$ cat config.mk
export PLATFORM = sky130hd
export DESIGN_NAME = clk_div_gen
export DESIGN_NICKNAME = d
export VERILOG_FILES = /design/src/rtl/clk_div_pkg.sv /design/src/rtl/clk_div_ch.sv /design/src/rtl/clk_div_gen.sv
export SDC_FILE = /design/constraint.sdc
export NUM_CORES = 1
export LEC_CHECK = 0
export ABC_CLOCK_PERIOD_IN_PS = 7600
export CAP_MARGIN = 15
export CORE_AREA = 2 2 130 183
export CTS_CLUSTER_DIAMETER = 100
export DETAILED_ROUTE_END_ITERATION = 10
export DIE_AREA = 0 0 132 185
export GPL_TIMING_DRIVEN = 0
export PLACE_DENSITY = 0.57
export SYNTH_ARGS = -nofsm -noshare
export SYNTH_HDL_FRONTEND = slang
export SYNTH_HIERARCHICAL = 1
export SYNTH_SLANG_ARGS = --single-unit
export TNS_END_PERCENT = 30
$ cat constraint.sdc
create_clock -name clk -period 7.6 [get_ports clk]
set_input_delay 1.14 -clock clk [delete_from_list [all_inputs] [get_ports clk]]
set_output_delay 1.14 -clock clk [all_outputs]
set_load 0.005 [all_outputs]
$ cat src/rtl/clk_div_pkg.sv
// clk_div_pkg -- shared constants and helpers for the clk_div_gen slice.
//   DEF_CNT_W     default divide-ratio / counter width
//   DEF_RESET_DIV default ratio every channel loads at reset
//   MIN_DIV       smallest legal divide ratio
//   ch_width()    width of a channel index for a given channel count
package clk_div_pkg;

  localparam int DEF_CNT_W     = 16;
  localparam int DEF_RESET_DIV = 4;
  localparam int MIN_DIV       = 2;

  // A single-channel build still needs a 1-bit channel select port.
  function automatic int ch_width(input int num_ch);
    return (num_ch <= 1) ? 1 : $clog2(num_ch);
  endfunction

endpackage

$ cat src/rtl/clk_div_ch.sv
// clk_div_ch -- one divider channel: counter, active ratio, optional shadow
// ratio, and the registered tick / clk_out outputs.
//
// Build option: define CLK_DIV_SHADOW_EN to stage new ratios in a shadow
// register that takes effect on the next period wrap (phase-continuous).
// Without it a new ratio takes effect at once and restarts the period.
//
// Ports:
//   clk, rst   system clock, asynchronous active-high reset
//   en         count enable
//   sync       restart the period at cnt=0 on the next edge
//   ld, ld_div validated ratio write for this channel
//   tick       one-cycle pulse per period
//   clk_out    divided square wave, high floor(D/2), low ceil(D/2)
module clk_div_ch
  import clk_div_pkg::*;
#(
  parameter int CNT_W     = DEF_CNT_W,
  parameter int RESET_DIV = DEF_RESET_DIV
) (
  input  logic             clk,
  input  logic             rst,
  input  logic             en,
  input  logic             sync,
  input  logic             ld,
  input  logic [CNT_W-1:0] ld_div,
  output logic             tick,
  output logic             clk_out
);

  localparam logic [CNT_W-1:0] DIV_RST = CNT_W'(RESET_DIV);
  localparam logic [CNT_W-1:0] ONE     = CNT_W'(1);

  logic [CNT_W-1:0] cnt;
  logic [CNT_W-1:0] div;
  logic [CNT_W-1:0] cnt_nxt;
  logic             wrap;
  logic             high;

  // ">=" rather than "==" keeps cnt inside 0..D-1 even if the ratio were
  // ever lowered under a running counter; it also means D = 2^CNT_W-1
  // wraps at D-1 and cnt+1 can never overflow.
  assign wrap    = (cnt >= div - ONE);
  assign cnt_nxt = wrap ? '0 : cnt + ONE;
  assign high    = (cnt < (div >> 1));

`ifdef CLK_DIV_SHADOW_EN

  logic [CNT_W-1:0] shadow;
  logic             pend;

  // NOTE: state registers use non-blocking assignments so every flop samples
  // pre-edge values; blocking here would chain cnt -> tick within one edge.
  always_ff @(posedge clk or posedge rst) begin
    if (rst) begin
      cnt     <= '0;
      div     <= DIV_RST;
      shadow  <= DIV_RST;
      pend    <= 1'b0;
      tick    <= 1'b0;
      clk_out <= 1'b0;
    end else if (sync) begin
      cnt  <= '0;
      tick <= 1'b0;
      // A sync is a period boundary, so a staged ratio lands here. A write
      // arriving on the same edge is the newest value and wins.
      if (ld) begin
        div  <= ld_div;
        pend <= 1'b0;
      end else if (pend) begin
        div  <= shadow;
        pend <= 1'b0;
      end
    end else begin
      tick <= en && wrap;
      if (en) begin
        cnt     <= cnt_nxt;
        clk_out <= high;
      end
      if (en && wrap) begin
        if (ld) begin
          div  <= ld_div;
          pend <= 1'b0;
        end else if (pend) begin
          div  <= shadow;
          pend <= 1'b0;
        end
      end else if (ld) begin
        // A second write before the wrap simply overwrites the staged value.
        shadow <= ld_div;
        pend   <= 1'b1;
      end
    end
  end

`else

  always_ff @(posedge clk or posedge rst) begin
    if (rst) begin
      cnt     <= '0;
      div     <= DIV_RST;
      tick    <= 1'b0;
      clk_out <= 1'b0;
    end else if (sync) begin
      cnt  <= '0;
      tick <= 1'b0;
      // Sync already restarts the period, so a coincident write can land
      // without disturbing the realignment.
      if (ld) div <= ld_div;
    end else if (ld) begin
      div  <= ld_div;
      cnt  <= '0;
      tick <= 1'b0;
    end else begin
      tick <= en && wrap;
      if (en) begin
        cnt     <= cnt_nxt;
        clk_out <= high;
      end
    end
  end

`endif

endmodule

$ cat src/rtl/clk_div_gen.sv
// clk_div_gen -- bank of NUM_CH programmable clock-enable dividers.
//
// Build option: CLK_DIV_SHADOW_EN selects phase-continuous ratio updates
// (see clk_div_ch); undefined gives immediate update with period restart.
//
// Ports:
//   clk, rst    system clock, asynchronous active-high reset
//   cfg_valid   ratio write request
//   cfg_ready   write accepted when cfg_valid && cfg_ready; low for one
//               cycle after each accepted write and during reset
//   cfg_ch      target channel
//   cfg_div     requested divide ratio (>= 2)
//   cfg_err     one-cycle pulse after an accepted but illegal write
//   en          per-channel count enable
//   sync        realign all channels to cnt=0
//   tick        per-channel one-cycle pulse per period
//   clk_out     per-channel divided square wave
module clk_div_gen
  import clk_div_pkg::*;
#(
  parameter  int NUM_CH    = 4,
  parameter  int CNT_W     = DEF_CNT_W,
  parameter  int RESET_DIV = DEF_RESET_DIV,
  localparam int CH_W      = ch_width(NUM_CH)
) (
  input  logic              clk,
  input  logic              rst,
  input  logic              cfg_valid,
  output logic              cfg_ready,
  input  logic [CH_W-1:0]   cfg_ch,
  input  logic [CNT_W-1:0]  cfg_div,
  output logic              cfg_err,
  input  logic [NUM_CH-1:0] en,
  input  logic              sync,
  output logic [NUM_CH-1:0] tick,
  output logic [NUM_CH-1:0] clk_out
);

  logic accept;
  logic cfg_ok;

  assign accept = cfg_valid && cfg_ready;
  // The channel field can encode indices beyond NUM_CH when NUM_CH is not a
  // power of two; those writes are rejected like too-small ratios.
  assign cfg_ok = (cfg_div >= CNT_W'(MIN_DIV)) && (32'(cfg_ch) < NUM_CH);

  always_ff @(posedge clk or posedge rst) begin
    if (rst) begin
      cfg_ready <= 1'b0;
      cfg_err   <= 1'b0;
    end else begin
      cfg_ready <= !accept;
      cfg_err   <= accept && !cfg_ok;
    end
  end

  for (genvar g = 0; g < NUM_CH; g++) begin : g_ch
    logic ch_ld;

    assign ch_ld = accept && cfg_ok && (cfg_ch == CH_W'(g));

    clk_div_ch #(
      .CNT_W     (CNT_W),
      .RESET_DIV (RESET_DIV)
    ) u_ch (
      .clk     (clk),
      .rst     (rst),
      .en      (en[g]),
      .sync    (sync),
      .ld      (ch_ld),
      .ld_div  (cfg_div),
      .tick    (tick[g]),
      .clk_out (clk_out[g])
    );
  end

endmodule

Word-level counts from Yosys, hierarchy flattened

Index checks and enable logic that the tools add are counted.

Bits in registers: 138
Output and inout bits: 10
Word-level logic and storage cells: 89

$add $sub $neg: 8
Order comparisons: 9
Equality and inequality tests: 3
Mux-type cells: 24
Bitwise operators: 5
Reduce and logical (&&, ||, !) cells: 22

Operator list:

| kind                                                                | count |
|---|---|
| two-way mux 16 bit                                                  | 16 |
| adder 16 x 1 -> 16 bit (second input constant)                      | 4 |
| greater-or-equal comparator 16 bit                                  | 4 |
| < comparator 16 x 15 -> 1 bit                                       | 4 |
| subtractor 16 x 1 -> 16 bit (second input constant)                 | 4 |
| greater-or-equal comparator 16 x 2 -> 1 bit (second input constant) | 1 |
| AND reduction 3 bit                                                 | 4 |
| nonzero test 3 bit                                                  | 4 |
| logical AND 1 bit                                                   | 11 |
| two-way mux 1 bit                                                   | 8 |
| NOT 1 bit                                                           | 5 |
| == test 2 bit (second input constant)                               | 2 |
| == test 2 x 1 -> 1 bit (second input constant)                      | 1 |
| zero test 1 bit                                                     | 2 |
| zero test 2 bit                                                     | 1 |

Logic depth before layout (Yosys ltp)

Depth after elaboration: 6
Gate-level depth with buffers: 15

By module

The synthesis kept the hierarchy.

Modules (own cells, without submodules):

| module                         | instances | cells each | area an instance (sq um) |
|---|---|---|---|
| clk_div_ch at g_ch[0].u_ch ... | 3         | 280        | 2491.1 |
| clk_div_ch at g_ch[1].u_ch     | 1         | 286        | 2497.4 |
| clk_div_gen                    | 1         | 15         | 138.9 |

Worst setup path after synthesis

Ideal clock, no wire load.

Path type: flip-flop to flip-flop
Start point: reg g_ch[0].u_ch.div[0]
End point: reg g_ch[0].u_ch.cnt[0]
Library setup time: 125 ps
Arrival: 3161 ps
Required time: 7475 ps
Setup slack: 4314 ps
Cell stages (with the launch flop): 14
Period minus slack after synthesis: 3286 ps
Path through: dfrtp_1 inv_1 ha_1 nor3b_1 nand2_1 nor4_1 xnor2_1 ha_1 nand4_1 or4_1 o32ai_2 nor4_4 buf_6 mux2_2

Longest elaborated chain between the ends: 6

RTL lines:

| item                               | RTL line          | source |
|---|---|---|
| start: declaration                 | clk_div_ch.sv:35  | `logic [CNT_W-1:0] div;` |
| start signal: assignment           | clk_div_ch.sv:109 | `if (ld) div <= ld_div;` |
| start signal: assignment           | clk_div_ch.sv:111 | `div <= ld_div;` |
| subtractor 16 x 1 -> 16 bit        | clk_div_ch.sv:43  | `assign wrap = (cnt >= div - ONE);` |
| greater-or-equal comparator 16 bit | clk_div_ch.sv:43  |  |
| two-way mux 16 bit                 | clk_div_ch.sv:44  | `assign cnt_nxt = wrap ? '0 : cnt + ONE;` |
| two-way mux 16 bit                 | clk_div_ch.sv:116 | `if (en) begin` |
| two-way mux 16 bit                 | clk_div_ch.sv:110 | `end else if (ld) begin` |
| two-way mux 16 bit                 | clk_div_ch.sv:104 | `end else if (sync) begin` |
| end signal: assignment             | clk_div_ch.sv:117 | `cnt <= cnt_nxt;` |
| end: declaration                   | clk_div_ch.sv:34  | `logic [CNT_W-1:0] cnt;` |

Every way passes these cells. The select of a mux whose other input is x is not followed.
A chain may end at the register's enable or synchronous reset.

Worst setup path in the final report

Start point: in cfg_div[13]
End point: reg g_ch[1].u_ch.cnt[12]

Longest elaborated chain between the ends: 5

RTL lines:

| item                                          | RTL line          | source |
|---|---|---|
| start: declaration                            | clk_div_gen.sv:31 | `input logic [CNT_W-1:0] cfg_div,` |
| greater-or-equal comparator 16 x 2 -> 1 bit * | clk_div_gen.sv:45 | `assign cfg_ok = (cfg_div >= CNT_W'(MIN_DIV)) && (32'(cfg_ch) < NUM_CH);` |
| logical AND 1 bit * (2 in a row)              | clk_div_gen.sv:60 | `assign ch_ld = accept && cfg_ok && (cfg_ch == CH_W'(g));` |
| named net g_ch[1].ch_ld                       | clk_div_gen.sv:58 | `logic ch_ld;` |
| two-way mux 16 bit                            | clk_div_ch.sv:110 |  |
| two-way mux 16 bit                            | clk_div_ch.sv:104 |  |
| end signal: assignment                        | clk_div_ch.sv:117 |  |
| end: declaration                              | clk_div_ch.sv:34  |  |

The timed path passes the listed nets; every way through them passes the cells marked *.

==> metrics.md <==
| Metric | Value |
|---|---|
| Status | `completed` |
| Vias in the first global route | `about 8400` |
| Clk pwr share | `0.344` |
| Lkg Pwr | `5.18 nW` |
| Total negative setup slack | `0 ps` |
| Max cap viols | `0` |
| Count leader, synth | `nand2_1` |
| RSZ-0062 raised after global routing | `no` |
| GPL Wtd Cong | `between 0.7 and 0.8` |
| CP arrival | `4140 ps` |
| Row cnt | `66` |
| Pwr/cell area | `approximately 200 nW/um2` |
| Tot Pwr | `approximately 2.3 mW` |
| IO Count | `36` |
| Port bufs | `35` |
| DRC | `0` |
| DIE HEIGHT | `185 um` |
| Final setup viols | `0` |
| Hold EP | `g_ch[1].u_ch/clk_out` |
| Total wire length | `25500 um` |
| ANT cells | `0` |
| Die Span X | `132 um` |
| FF-to-FF Start | `g_ch[2].u_ch/div[0]` |
| Capturing point of the worst reg2reg path | `g_ch[2].u_ch/cnt[0]` |
| Setup Buffers After CTS | `0` |
| Final period util | `0.499` |
| Via count | `8442` |
| Crit path from | `cfg_div[13]` |
| Post-DP HPWL | `roughly 19000 um` |
| Final critical-path setup slack | `3810 ps` |
| Area leader, netlist | `dfrtp_1` |
| Share of cells above drive strength 1 | `0.0744` |
| Layout Nets | `1351` |
| Routed WL per cell | `16.8 um` |
| Syn-to-layout area delta | `13.3%` |
| Worst rel slew slack | `0.443` |
| Synth top area cells | `dfrtp_1 33%, ha_1 16%, nand2_1 5.0%` |
| Reg2reg path depth | `13` |
| Sw power | `0.737 mW` |
| Worst-path cell chain | `clkdlybuf4s50_1 > nor4_1 > and4_4 > nor4b_1 > clkbuf_1 > nor3_1 > clkbuf_1 > a21oi_1 > mux2i_1` |
| Crit-path most repeated cell | `clkbuf_1` |
| Setup Skew | `8.56 ps` |
| Pin count of the biggest net entering global routing | `35` |
| Worst slack, placed | `around 3300 ps` |
| Total GRT Usage | `0.218` |
| First-pass GRT wire length | `42400 um` |
| Pins over their slew limit | `0` |
| Initial antenna violation count | `0` |
| Sequential share of the synthesized area | `0.342` |
| CP max-delay cell | `nor3_1` |
| Root Driver | `clkbuf_16` |
| Main synth FF type | `dfrtp_1` |
| Synth top cells by count | `136 x nand2_1, 134 x dfrtp_1, 128 x ha_1, 99 x inv_1, 93 x o21ai_0` |
| Total gr overflow | `0` |
| Register bit total from synthesis | `138` |
| Hold path start | `g_ch[1].u_ch/clk_out` |
| Ys Warns | `6` |
| Min cycle time layout | `around 3800 ps` |
| Initial DRC Count | `415` |
| CTS tree | `done` |
| Cts repair resizes | `0` |
| Combinational power share | `0.272` |
| Starting Density | `0.442` |
| Die ar. | `about 24000 um2` |
| Hold_buf cts | `0` |
| Vias per inst | `5.57` |
| Clk slew on worst S/H paths | `~60 ps` |
| Maximum vdd ir drop | `0.000172 V` |
| Syn_nets | `1295` |
| Final hold vios | `0` |
| F_max | `0.264 GHz` |
| Avg Cell Area, Syn | `8.86 um2` |
| # clock sinks | `138` |
| Tightest Pin Transition | `about 830 ps` |
| Post-route ant nets | `0` |
| Worst-path fanout max | `10` |
| Sequential Power Share | `0.384` |
| Post-synth top area share | `0.332` |
| Core ar. | `22900 um2` |
| Startpoint Class | `primary input` |
| Kind of critical path | `in2reg` |
| Later-pin clock latency in the skew report | `420 ps` |
| H-tree Lvls | `4` |
| Syn Inst Count | `1141` |
| CTS buffer count | `17` |
| Fill cells | `2270` |
| Post-Syn Area | `10100 um2` |
| Worst EP required | `7950 ps` |
| EDFF count, synth | `0` |
| Core Util, Final | `0.501` |
| Asr flop ratio synth | `1.00` |
| Class of the worst hold path | `reg2reg` |
| WHS Path Cells | `2` |
| CP max stage delay | `730 ps` |
| Endpoint type of the worst setup path | `flop` |
| Internal power component | `between 1.5 and 2 mW` |
| Yosys cell types | `54` |
| R2R setup slack | `3810 ps` |
| Switching share of total power | `0.319` |
| Clock buffer depth | `2` |
| TritonRoute pass-1 iters | `5` |
## logic make-up (layout without fill, tap and decap cells)
family	after synthesis	in the layout	synth area share
AO/OA/AOI/OAI	266	266	0.175
buffers and inverters	130	198	0.0550
multiplexers	17	17	0.0173
adder cells (fa/ha/maj)	128	128	0.158
XOR/XNOR	56	56	0.0485
AND/OR/NAND/NOR	406	406	0.203
flip-flops	138	138	0.342
## cell type report
class / count / area, um2 / share of cell area
Buffer: 31 / 184 / 0.0161
Clock buffer: 25 / 495 / 0.0432
Clock inverter: 6 / 63.8 / 0.00557
Inverter: 99 / 372 / 0.0324
Multi-Input combinational cell: 873 / 6100 / 0.532
Sequential cell: 138 / 3460 / 0.302
Tap cell: 306 / 383 / 0.0334
Timing Repair Buffer: 37 / 405 / 0.0354
## registers in the layout, indices dropped and copies added, names as in the netlist
name               flops
g_ch.u_ch/clk_out      4
g_ch.u_ch/div         64
g_ch.u_ch/cnt         64
g_ch.u_ch/tick         4
cfg_err                1
cfg_ready              1
## per-layer routing
| metal | vias to the layer above | GRT usage | part of all wire |
|---|---|---|---|
| li1 | 4208 | - | - |
| met1 | 4061 | 0.265 | 0.44 |
| met2 | 144 | 0.394 | 0.51 |
| met3 | 29 | 0.0348 | 0.032 |
| met4 | 0 | 0.0670 | 0.019 |
| met5 | - | 0 | 0 |
## power by group through the flow
stage	logic (mW)	registers [mW]	clock network, mW
after detailed placement	0.635	0.901	0
after global routing	0.717	0.901	0.852
after global placement	0.617	0.900	0
after CTS	0.639	0.889	0.824
after floorplan	0.471	0.884	0
final	0.629	0.889	0.795
## through the flow
| stage | hold slack, ps | std cells | area [um2] |
|---|---|---|---|
| after floorplan | 463 | 1141 | 10100 |
| after global placement | 460 | 1482 | 10800 |
| after detailed placement | 462 | 1484 | 10900 |
| after CTS | 481 | 1515 | 11500 |
| after global routing | 510 | 1515 | 11500 |
| final | 475 | 1515 | 11500 |
## worst max path at each step
stage / to / cells after the start
3_3_place_gp: g_ch[1].u_ch/cnt[14] / 9
2_1_floorplan: g_ch[0].u_ch/cnt[0] / 13
3_5_place_dp: g_ch[1].u_ch/cnt[12] / 9
5_1_grt: g_ch[0].u_ch/cnt[0] / 13
4_1_cts: g_ch[1].u_ch/cnt[12] / 9
6_report: g_ch[1].u_ch/cnt[12] / 9
## cells in the final DEF, fill, tap and decap left out, types with 27 or more instances in the layout
cell type	n
a21oi_1	59
dfrtp_1	134
a21o_1	27
nand2_1	136
xnor2_1	56
clkdlybuf4s50_1	35
nor2_1	61
ha_1	128
nand3_1	65
inv_1	97
nor3_1	29
o21ai_0	93
nand4_1	37
## critical path, delay by kind of cell
kind            cells  cell delay [ps]
compound gates      1               80
buf+inv             3             1300
simple gates        4             1460
mux                 1              160
(Power assumes the default switching activity.)
